--- config.mk ---
export PLATFORM = sky130hd
export DESIGN_NAME = reset_sequencer
export DESIGN_NICKNAME = d
export VERILOG_FILES = /design/src/rtl/reset_sequencer.sv
export SDC_FILE = /design/constraint.sdc
export NUM_CORES = 1
export LEC_CHECK = 0
export BUFFER_PORTS_ARGS = -buffer_cell sky130_fd_sc_hd__buf_2
export CAP_MARGIN = 10
export CORE_MARGIN = 1.5
export CORE_UTILIZATION = 58
export DETAILED_ROUTE_END_ITERATION = 8
export PLACE_DENSITY = 0.76
export SLEW_MARGIN = 20
export SYNTH_ARGS = -nofsm -noshare
export SYNTH_HDL_FRONTEND = slang
export SYNTH_SLANG_ARGS = --single-unit
--- constraint.sdc ---
create_clock -name clk -period 2.35 [get_ports clk]
set_input_delay 0.235 -clock clk [delete_from_list [all_inputs] [get_ports clk]]
set_output_delay 0.235 -clock clk [all_outputs]
set_load 0.005 [all_outputs]
--- src/rtl/reset_sequencer.sv ---
// reset_sequencer: holds the PLL in reset, waits for a stable synchronized
// lock, then releases STAGES downstream reset domains one at a time with a
// fixed gap. It re-sequences on lock loss (without resetting the PLL) or on
// a software request (full restart).
//
// Optional feature macro: RSTSEQ_LOCK_TIMEOUT_EN
//   defined   - lock wait times out after LOCK_TIMEOUT cycles, PLL is reset
//               again and retry_cnt counts (saturating at 255)
//   undefined - lock wait is unbounded, retry_cnt is tied to 0
//
// Ports:
//   clk           system clock
//   rst_n         asynchronous active-low reset
//   pll_locked    asynchronous PLL lock, double-flopped internally
//   soft_rst_req  one-cycle synchronous restart request
//   pll_rst       PLL reset, active high
//   rst_stage     per-domain resets, active high, bit 0 released first
//   seq_done      high only once every domain is released
//   retry_cnt     lock-timeout retry count, cleared only by rst_n
module reset_sequencer #(
  parameter int unsigned STAGES       = 4,
  parameter int unsigned PLL_RST_LEN  = 64,
  parameter int unsigned LOCK_STABLE  = 1024,
  parameter int unsigned STAGE_GAP    = 20000,
  parameter int unsigned LOCK_TIMEOUT = 1000000
) (
  input  logic              clk,
  input  logic              rst_n,
  input  logic              pll_locked,
  input  logic              soft_rst_req,
  output logic              pll_rst,
  output logic [STAGES-1:0] rst_stage,
  output logic              seq_done,
  output logic [7:0]        retry_cnt
);

  localparam int unsigned IDX_W = (STAGES > 1) ? $clog2(STAGES) : 1;
  localparam logic [31:0] PLL_LAST = 32'(PLL_RST_LEN - 1);
  localparam logic [31:0] STB_LAST = 32'(LOCK_STABLE - 1);
  localparam logic [31:0] GAP_LAST = 32'(STAGE_GAP - 1);
  localparam logic [IDX_W-1:0] IDX_LAST = IDX_W'(STAGES - 1);

  typedef enum logic [1:0] {
    S_PLL_RST,
    S_WAIT_LOCK,
    S_RELEASE,
    S_RUN
  } state_t;

  state_t            state, state_nxt;
  logic [31:0]       cnt, cnt_nxt;
  logic [31:0]       stb, stb_nxt;
  logic [IDX_W-1:0]  idx, idx_nxt;
  logic [STAGES-1:0] stage_nxt;
  logic              pll_rst_nxt;
  logic              seq_done_nxt;
  logic              retry_inc;
  logic              timeout_hit;
  logic [1:0]        sync_ff;
  logic              sync_lock;

  // Two-flop synchronizer for the asynchronous lock input
  always_ff @(posedge clk or negedge rst_n) begin
    if (!rst_n) sync_ff <= 2'b00;
    else        sync_ff <= {sync_ff[0], pll_locked};
  end
  assign sync_lock = sync_ff[1];

`ifdef RSTSEQ_LOCK_TIMEOUT_EN
  localparam logic [31:0] TMO_LAST = 32'(LOCK_TIMEOUT - 1);
  assign timeout_hit = (cnt == TMO_LAST);

  // Saturating retry counter, only rst_n clears it
  always_ff @(posedge clk or negedge rst_n) begin
    if (!rst_n)                           retry_cnt <= 8'd0;
    else if (retry_inc && retry_cnt != 8'hFF) retry_cnt <= retry_cnt + 8'd1;
  end
`else
  logic unused_cfg;
  assign timeout_hit = 1'b0;
  assign retry_cnt   = 8'd0;
  assign unused_cfg  = ^{retry_inc, LOCK_TIMEOUT};
`endif

  // State and registered outputs
  always_ff @(posedge clk or negedge rst_n) begin
    if (!rst_n) begin
      state     <= S_PLL_RST;
      cnt       <= 32'd0;
      stb       <= 32'd0;
      idx       <= '0;
      pll_rst   <= 1'b1;
      rst_stage <= '1;
      seq_done  <= 1'b0;
    end else begin
      state     <= state_nxt;
      cnt       <= cnt_nxt;
      stb       <= stb_nxt;
      idx       <= idx_nxt;
      pll_rst   <= pll_rst_nxt;
      rst_stage <= stage_nxt;
      seq_done  <= seq_done_nxt;
    end
  end

  // Next-state and next-output logic
  always_comb begin
    state_nxt    = state;
    cnt_nxt      = (cnt == 32'hFFFF_FFFF) ? cnt : cnt + 32'd1;
    stb_nxt      = 32'd0;
    idx_nxt      = idx;
    stage_nxt    = rst_stage;
    retry_inc    = 1'b0;

    unique case (state)
      S_PLL_RST: begin
        if (cnt == PLL_LAST) begin
          state_nxt = S_WAIT_LOCK;
          cnt_nxt   = 32'd0;
        end
      end
      S_WAIT_LOCK: begin
        stb_nxt = sync_lock ? stb + 32'd1 : 32'd0;
        if (sync_lock && stb == STB_LAST) begin
          state_nxt = S_RELEASE;
          cnt_nxt   = 32'd0;
          stb_nxt   = 32'd0;
          idx_nxt   = '0;
        end else if (timeout_hit) begin
          state_nxt = S_PLL_RST;
          cnt_nxt   = 32'd0;
          retry_inc = 1'b1;
        end
      end
      S_RELEASE: begin
        if (!sync_lock) begin
          state_nxt = S_WAIT_LOCK;
          cnt_nxt   = 32'd0;
        end else if (cnt == GAP_LAST) begin
          stage_nxt[idx] = 1'b0;
          cnt_nxt        = 32'd0;
          if (idx == IDX_LAST) state_nxt = S_RUN;
          else                 idx_nxt   = idx + IDX_W'(1);
        end
      end
      S_RUN: begin
        cnt_nxt = 32'd0;
        if (!sync_lock) state_nxt = S_WAIT_LOCK;
      end
      default: begin
        state_nxt = S_PLL_RST;
        cnt_nxt   = 32'd0;
      end
    endcase

    // Software restart wins over lock loss and timeout
    if (soft_rst_req) begin
      state_nxt = S_PLL_RST;
      cnt_nxt   = 32'd0;
      stb_nxt   = 32'd0;
      retry_inc = 1'b0;
    end

    // Outside release/run every domain is held in reset
    if (state_nxt == S_PLL_RST || state_nxt == S_WAIT_LOCK) stage_nxt = '1;
    if (state_nxt == S_RUN) stage_nxt = '0;
    pll_rst_nxt  = (state_nxt == S_PLL_RST);
    seq_done_nxt = (state_nxt == S_RUN);
  end

endmodule

Word-level counts from Yosys, hierarchy flattened
Cells that the tools add are included.
W data, S select, Z words.
{"block": "op_classes", "n_addsub": 3, "magnitude_cmp": 2, "eq_ne": 14, "mux": 31, "bitwise_logic": 2, "n_reduce_logical": 11}
{"op": "$mux W32", "n": 10}
{"op": "$pmux W32 S4", "n": 1}
{"op": "$add A32 B1 Y32 const B", "n": 2}
{"op": "$eq A32 B10 Y1 const B", "n": 1}
{"op": "$eq A32 B15 Y1 const B", "n": 1}
{"op": "$eq A32 B32 Y1 const B", "n": 1}
{"op": "$eq A32 B6 Y1 const B", "n": 1}
{"op": "$mux W2", "n": 11}
{"op": "$mux W4", "n": 5}
{"op": "$reduce_bool A3 Y1", "n": 3}
{"op": "$eq A2 B2 Y1 const B", "n": 4}
{"op": "$ne A2 B2 Y1 const B", "n": 4}
{"op": "$pmux W2 S4", "n": 1}
{"op": "$reduce_and A5 Y1", "n": 1}
{"op": "$and A4 B4 Y4", "n": 1}
{"op": "$eq A2 B1 Y1 const B", "n": 2}
{"op": "$logic_not A2 Y1", "n": 2}
{"op": "$not A4 Y4", "n": 1}
{"op": "$pmux W2 S2", "n": 1}
{"op": "$lt A2 B3 Y1 const B", "n": 1}
{"op": "$reduce_and A3 Y1", "n": 1}
{"op": "$add A2 B1 Y2 const B", "n": 1}
{"op": "$demux W1 S2", "n": 1}
{"op": "$ge A2 B1 Y1 const B", "n": 1}
{"op": "other kinds (4)", "n": 5}
{"block": "totals", "reg_bits": 76, "out_inout_bits": 14}

Logic depth before layout (Yosys ltp)
Gate-level depths: netlist of run 1.
{"block": "depth", "word_depth": 11, "depth_mapped": 10, "mapped_depth_nobuf": 7}

Worst setup path before layout of run 1
No wires, ideal clock.
{"block": "synth_path", "path_type": "reg-to-reg", "startpoint": "register cnt[0]", "endpoint": "register cnt[23]", "setup_ns": 0.118, "t_arrival_ns": 1.783, "required_time_ns": 2.232, "setup_slack_ns": 0.448, "path_stages_with_launch": 11, "path_buffers": 3, "cell_sequence": "dfrtp_1 > ha_1 > and3_1 > buf_2 > and2_1 > buf_2 > nand4_2 > buf_4 > nand4b_1 > xor2_1 > nor2_1"}
{"block": "synth_between", "elab_chain_cells": 6}
{"element": "start: declaration", "line": "51", "rtl": "logic [31:0] cnt, cnt_nxt;"}
{"element": "start signal: assignment", "line": "97", "rtl": "cnt <= cnt_nxt;"}
{"element": "$add A32 B1 Y32 or $eq A32 B32 Y1 (tied branches)", "line": "109", "rtl": "cnt_nxt = (cnt == 32'hFFFF_FFFF) ? cnt : cnt + 32'd1;"}
{"element": "$mux W32", "line": "109"}
{"element": "$mux W32", "line": "139", "rtl": "end else if (cnt == GAP_LAST) begin"}
{"element": "$mux W32", "line": "136", "rtl": "if (!sync_lock) begin"}
{"element": "$pmux W32 S4 (*)", "line": "115", "rtl": "unique case (state)"}
{"element": "$mux W32 (*)", "line": "157", "rtl": "if (soft_rst_req) begin"}
{"element": "net cnt_nxt[23]", "line": "51"}
The timed path passes the listed nets; every way through them passes the cells marked *.
A chain may end at the register's enable or synchronous reset.

Worst setup path after layout of run 1
{"block": "layout_path", "startpoint": "register cnt[28]", "endpoint": "register cnt[6]"}
{"block": "layout_between", "elab_chain_cells": 6}
{"element": "$eq A32 B32 Y1", "line": "109"}
{"element": "$mux W32", "line": "109"}
{"element": "$mux W32", "line": "139"}
{"element": "$mux W32", "line": "136"}
{"element": "$pmux W32 S4 (*)", "line": "115"}
{"element": "$mux W32 (*)", "line": "157"}
{"element": "net cnt_nxt[6]", "line": "51"}
Marked as above.

==> results of run 1 <==
layout make-up:
| class | instances | area, um2 |
|---|---|---|
| Clock buffer | 12 | 145 |
| Tap cell | 96 | 120 |
| Fill cell | 546 | 2370 |
| Multi-Input combinational cell | 316 | 2010 |
| Clock inverter | 4 | 48.8 |
| Timing Repair Buffer | 17 | 150 |
| Inverter | 12 | 45.0 |
| Sequential cell | 76 | 1910 |
worst max-delay path, stage by stage (launching register included):
cell and delay (ns):
dfrtp_1 0.43, nor4_1 0.50, nand3_1 0.26, nor3_4 0.27, o21ai_2 0.11, a31oi_4 0.22, buf_12 0.20, a211oi_1 0.07
worst paths after layout:
check | from | to | slack, ns | depth (start not counted)
setup / recovery | cnt[28]$_DFF_PN0_ | cnt[6]$_DFF_PN0_ | 0.16 | 7
hold / removal | soft_rst_req | state[1]$_DFF_PN0_ | 0.15 | 2
setup reg to reg | cnt[28]$_DFF_PN0_ | cnt[6]$_DFF_PN0_ | 0.16 | 7
hold reg to reg | sync_ff[0]$_DFF_PN0_ | sync_ff[1]$_DFF_PN0_ | 0.37 | 0
max in group asynchronous | rst_n | cnt[17]$_DFF_PN0_ | 1.39 | 3
min in group asynchronous | rst_n | stb[17]$_DFF_PN0_ | 0.38 | 2
metal layers:
| metal | vias to the layer above | wire (um) | global-route usage |
|---|---|---|---|
| met1 | 1423 | 3510 | 0.298 |
| met3 | 14 | 265 | 0.0673 |
| li1 | 1456 | - | - |
| met2 | 40 | 3820 | 0.369 |
| met5 | - | 0 | 0 |
| met4 | 0 | 160 | 0.0806 |
logic make-up after synthesis:
| kind of cell | after synthesis |
|---|---|
| flops | 76 |
| buf+inv | 34 |
| mux | 2 |
| other cells | 1 |
| simple gates | 216 |
| xor+xnor | 56 |
| fa+ha+maj | 6 |
| compound gates | 28 |
cell usage in the layout, fill, tap and decap left out, types with 4 or more instances in the layout:
cell      count
xnor2_1      15
nand2b_1      4
and4_1       10
o211ai_1      4
buf_4         4
nor4_1        9
and3_1       10
a21oi_1       5
inv_1        12
nand4_1      22
buf_2         8
dfrtp_1      71
ha_1          6
nand3_1      23
conb_1        8
dfstp_2       5
nand2_1      30
clkbuf_8     10
nor3_1        8
xor2_1       41
nor2_1       80
registers in the layout, summed over array words and instances (netlist names):
name and flops:
cnt 32, stb 32, rst_stage 4, idx 2
state 2, sync_ff 2, pll_rst 1, seq_done 1
repair_timing:
item	CTS	global route
endpoints found under the setup margin	0	1
hold endpoints to repair	32	0
gates resized for setup	0	1
buffers inserted	0	0
hold buffers	2	0
power by group:
part	switching, mW	leakage, nW	internal (mW)
sequential	0.00479	1.04	1.31
combinational	0.0485	0.756	0.0195
clock	0.461	0.100	0.519
total	0.514	1.89	1.85
==> impl_metrics.tcl, run 1 <==
set metrics [dict create \
    dpl.cell_count 515 \
    synthAdderAreaFrac 0.0184 \
    crit_type "reg -> reg" \
    synthXorXnorAreaFrac 0.120 \
    clkTransAtPathRegs_ns 0.07 \
    fin_crit_sh 0.933 \
    antenna_left 0 \
    p_per_area_nw_per_um2 535 \
    drcViolationCount 0 \
    hold_violations 0 \
    tritoncts "yes" \
    grt_pass1_vias 2898 \
    synth_most_common_cell "nor2_1" \
    synthMuxAreaShare 0.00491 \
    synth_warnings 0 \
    insertion_delay_ns 0.35 \
    synth_edf_count 0 \
    syn-instance-count 419 \
    cts_buffer_depth 2 \
    ys_async_sr_fraction 1.00 \
    antenna_found_initial 0 \
    numCtsBuffers 9 \
    final_max_slew_viol_count 0 \
    die_w_um 86.9 \
    dp_hpwl_mm 5.29 \
    synth_compound_area_frac 0.0580 \
    ys_types 49 \
    rsz0062_at_grt "false" \
    leakagePower_nw 1.89 \
    viasPerCell 5.50 \
    path_max_fanout 32 \
    io_pins 18 \
    synth_top_area_frac 0.436 \
    cp-end-kind "flop" \
    start_util 0.600 \
    slew_headroom 0.669 \
    vdd_drop_max_mv 0.464 \
    max_cap_viol_count 0 \
    status "finished, final reports clean" \
    critPathLaunchType "flop" \
    setup_viol 0 \
    h-tree-depth 3 \
    postLayoutCellArea_um2 4430 \
    layout_setup_ws_ns 0.157 \
    cts_root_buffer "clkbuf_8" \
    io_buffers 9 \
    fp-row-count 30 \
    tns_ns 0 \
    drtIter0Drc 104 \
    crit_arrival_ns 2.40 \
    vias 2933 \
    max_freq_ghz 0.456 \
    ys_ff_latch 76 \
    required_ns 2.56 \
    yosys.area_share.simple 0.282 \
    synth.area.top_cells "dfrtp_1, xor2_1, nor2_1, nand4_1, dfstp_2" \
    grt_pass1_wl_mm 13.5 \
    final_util 0.651 \
    die_area_um2 7540 \
    worstMarginPinSlew_ns 0.491 \
    cts_sinks 76 \
    syn2layout_area_growth_pct 8.50 \
    finClkSkew_ns 0.0125 \
    layout_min_cycle_time_ns 2.19 \
    place_congestion 0.943 \
    placed_area_um2 4210 \
    dr.pass1.iters 4 \
    pre_cts_ws_ns 0.122 \
    core_area_um2 6790 \
    worst_hold_path_type "in -> reg" \
    grt_max_degree 41 \
    ys_seq_area_frac 0.468 \
    power.total_mw 2.37 \
    stdcell_count 533 \
    synth_top_family_by_area "simple AND/OR/NAND/NOR gates" \
    synthFlopType "dfrtp_1" \
    syn_area_per_cell_um2 9.73 \
    wire_per_inst_um 14.5 \
    synth_common_cells "nor2_1, dfrtp_1, xor2_1" \
    antenna_cells 0 \
    grt_overflow_total 0 \
    whs_ns 0.148 \
    drive_above_1_share 0.110 \
    yosysTopAreaCell "dfrtp_1" \
    die_h_um 86.9 \
    layout.nets 442 \
    wl_mm 7.75 \
    grt_usage 0.230 \
    mappedNetlistArea_um2 4080 \
]
Power figures use the tool's default switching activity.
==> run 2, diff against run 1 <==
--- a/config.mk
+++ b/config.mk
@@ -7,6 +7,7 @@
 export LEC_CHECK = 0
 export BUFFER_PORTS_ARGS = -buffer_cell sky130_fd_sc_hd__buf_2
 export CAP_MARGIN = 10
+export CORE_ASPECT_RATIO = 0.5
 export CORE_MARGIN = 1.5
 export CORE_UTILIZATION = 58
 export DETAILED_ROUTE_END_ITERATION = 8
==> constraint.sdc (replaced) <==
create_clock -name clk -period 2.35 [get_ports clk]
set_input_delay 0.1175 -clock clk [delete_from_list [all_inputs] [get_ports clk]]
set_output_delay 0.1175 -clock clk [all_outputs]
set_load 0.005 [all_outputs]
==> impl_metrics.tcl, run 2 (synthesis results as in run 1) <==
set metrics [dict create \
    status "finished, final reports clean" \
    post_cts_resized 0 \
    start_util 0.604 \
    stdcell_count 527 \
    place_congestion 0.814 \
    antenna_cells 0 \
    wl_met1_mm 3.53 \
    wire_per_inst_um 14.6 \
    rsz0062_at_grt "false" \
    reg_top3 "cnt x32, stb x32, rst_stage x4" \
    post-cts-setup-buffers 0 \
    cp_cell_sequence "nor4_1, nand4_1, nor3_2, o21ai_2, a31oi_4, buf_12, nor3_1" \
    critPathMaxStageDelay_ns 0.45 \
    cts_root_buffer "clkbuf_16" \
    die_h_um 62.3 \
    cpMaxStageDelayCell "dfrtp_1" \
    layout_commonest_cell "nor2_1" \
    grt_pass1_vias 3085 \
    dp_hpwl_mm 5.25 \
    wl_met2_mm 3.68 \
    hold_violations 0 \
    die_area_um2 7580 \
    syn2layout_area_growth_pct 9.60 \
    internal_power_mw 2.05 \
    crit_arrival_ns 2.42 \
    fp-row-count 21 \
    cts_sinks 76 \
    p_seq_frac 0.497 \
    highest_layer "met4" \
    p_per_area_nw_per_um2 594 \
    io_buffers 9 \
    required_ns 2.57 \
    antenna_found_initial 0 \
    layout.nets 440 \
    drcViolationCount 0 \
    cts_buffer_depth 2 \
    cp-end-kind "flop" \
    tritoncts "yes" \
    clkTransAtPathRegs_ns 0.06 \
    max_freq_ghz 0.455 \
    numCtsBuffers 9 \
    path_max_fanout 32 \
    placed_area_um2 4170 \
    grt_max_degree 77 \
    final_max_slew_viol_count 0 \
    worst_hold_path_type "in -> reg" \
    viasPerCell 5.70 \
    slew_headroom 0.367 \
    vdd_drop_max_mv 0.397 \
    netSwitchingFraction 0.228 \
    grt_pass1_wl_mm 14.0 \
    postLayoutCellArea_um2 4470 \
    setup_viol 0 \
    ff2ff_setup_slack_ns 0.15 \
    finClkSkew_ns 0.00497 \
    worst-path-buf-inv 1 \
    drive_above_1_share 0.110 \
    io_pins 18 \
    max_cap_viol_count 0 \
    clkPwrFrac 0.478 \
    grt_usage 0.236 \
    tns_ns 0 \
    h-tree-depth 3 \
    switchingPower_mw 0.604 \
    core_area_um2 6750 \
    final_cell_mix "nor2_1, dfrtp_1, xor2_1, nand2_1, nand3_1" \
    grt_overflow_total 0 \
    vias 3005 \
    dpl.cell_count 509 \
    crit_cells 7 \
    r2r_cells 7 \
    antenna_left 0 \
    worstMarginPinSlew_ns 0.950 \
    layout_min_cycle_time_ns 2.20 \
    die_w_um 122 \
    insertion_delay_ns 0.34 \
    fin_crit_sh 0.936 \
    drtIter0Drc 262 \
    wl_mm 7.69 \
    cp_top_family "simple AND/OR/NAND/NOR gates" \
    dr.pass1.iters 4 \
    wl_met3_um 356 \
    combPwrFrac 0.024 \
    leakagePower_nw 1.91 \
    critPathLaunchType "flop" \
    crit_type "reg -> reg" \
    holdPathStages 2 \
]
## run 2: cell count changes in the layout (fill, tap and decap cells not counted), moves of 2 or more
cell       before  now
clkbuf_1        2    0
clkbuf_16       0    9
clkbuf_8       10    0
clkinv_4        1    3
## run 2: final cells by class
| type | count | area [um2] |
|---|---|---|
| flip-flops and latches | 76 | 1910 |
| multi-input cells | 316 | 2000 |
| clock inverters | 7 | 52.6 |
| fillers | 505 | 2280 |
| repair buffers | 15 | 123 |
| inverters | 12 | 45.0 |
| well taps | 92 | 115 |
| clock buffers | 9 | 225 |
## run 2: power groups by stage
stage / Clock, mW / Combinational, mW / Sequential [mW]
4_1_cts: 1.30 / 0.0667 / 1.32
5_1_grt: 1.36 / 0.0755 / 1.32
3_3_place_gp: 0 / 0.0604 / 1.34
2_1_floorplan: 0 / 0.0386 / 1.34
6_report: 1.27 / 0.0645 / 1.32
3_5_place_dp: 0 / 0.0638 / 1.34
## run 2: worst paths after layout
kind | to | startpoint
worst max-delay path | cnt[2]$_DFF_PN0_ | cnt[12]$_DFF_PN0_
worst min-delay path | state[1]$_DFF_PN0_ | soft_rst_req
worst max register to register | cnt[2]$_DFF_PN0_ | cnt[12]$_DFF_PN0_
worst min register to register | sync_ff[1]$_DFF_PN0_ | sync_ff[0]$_DFF_PN0_
max in group asynchronous | stb[30]$_DFF_PN0_ | rst_n
min in group asynchronous | cnt[21]$_DFF_PN0_ | rst_n
## run 2: metrics by stage
stage	total power, mW	hold WS, ns	setup slack, ns	utilization
after global placement	1.40	0.226	0.312	0.618
after detailed placement	1.41	0.232	0.198	0.618
after floorplan	1.38	-0.178	0.448	-
after CTS	2.69	0.0343	0.159	0.662
after global routing	2.76	0.0522	0.0190	0.662
final	2.65	0.0500	0.150	0.662
## run 2: repair_timing
item	4_1_cts	5_1_grt
endpoints found under the hold margin	72	0
hold buffers	2	0
endpoints found under the setup margin	0	0
## run 2: metal layers
layer,global-route usage,up-vias
li1,-,1459
met1,0.301,1472
met2,0.376,60
met3,0.0846,14
met4,0.0794,0
met5,0,-
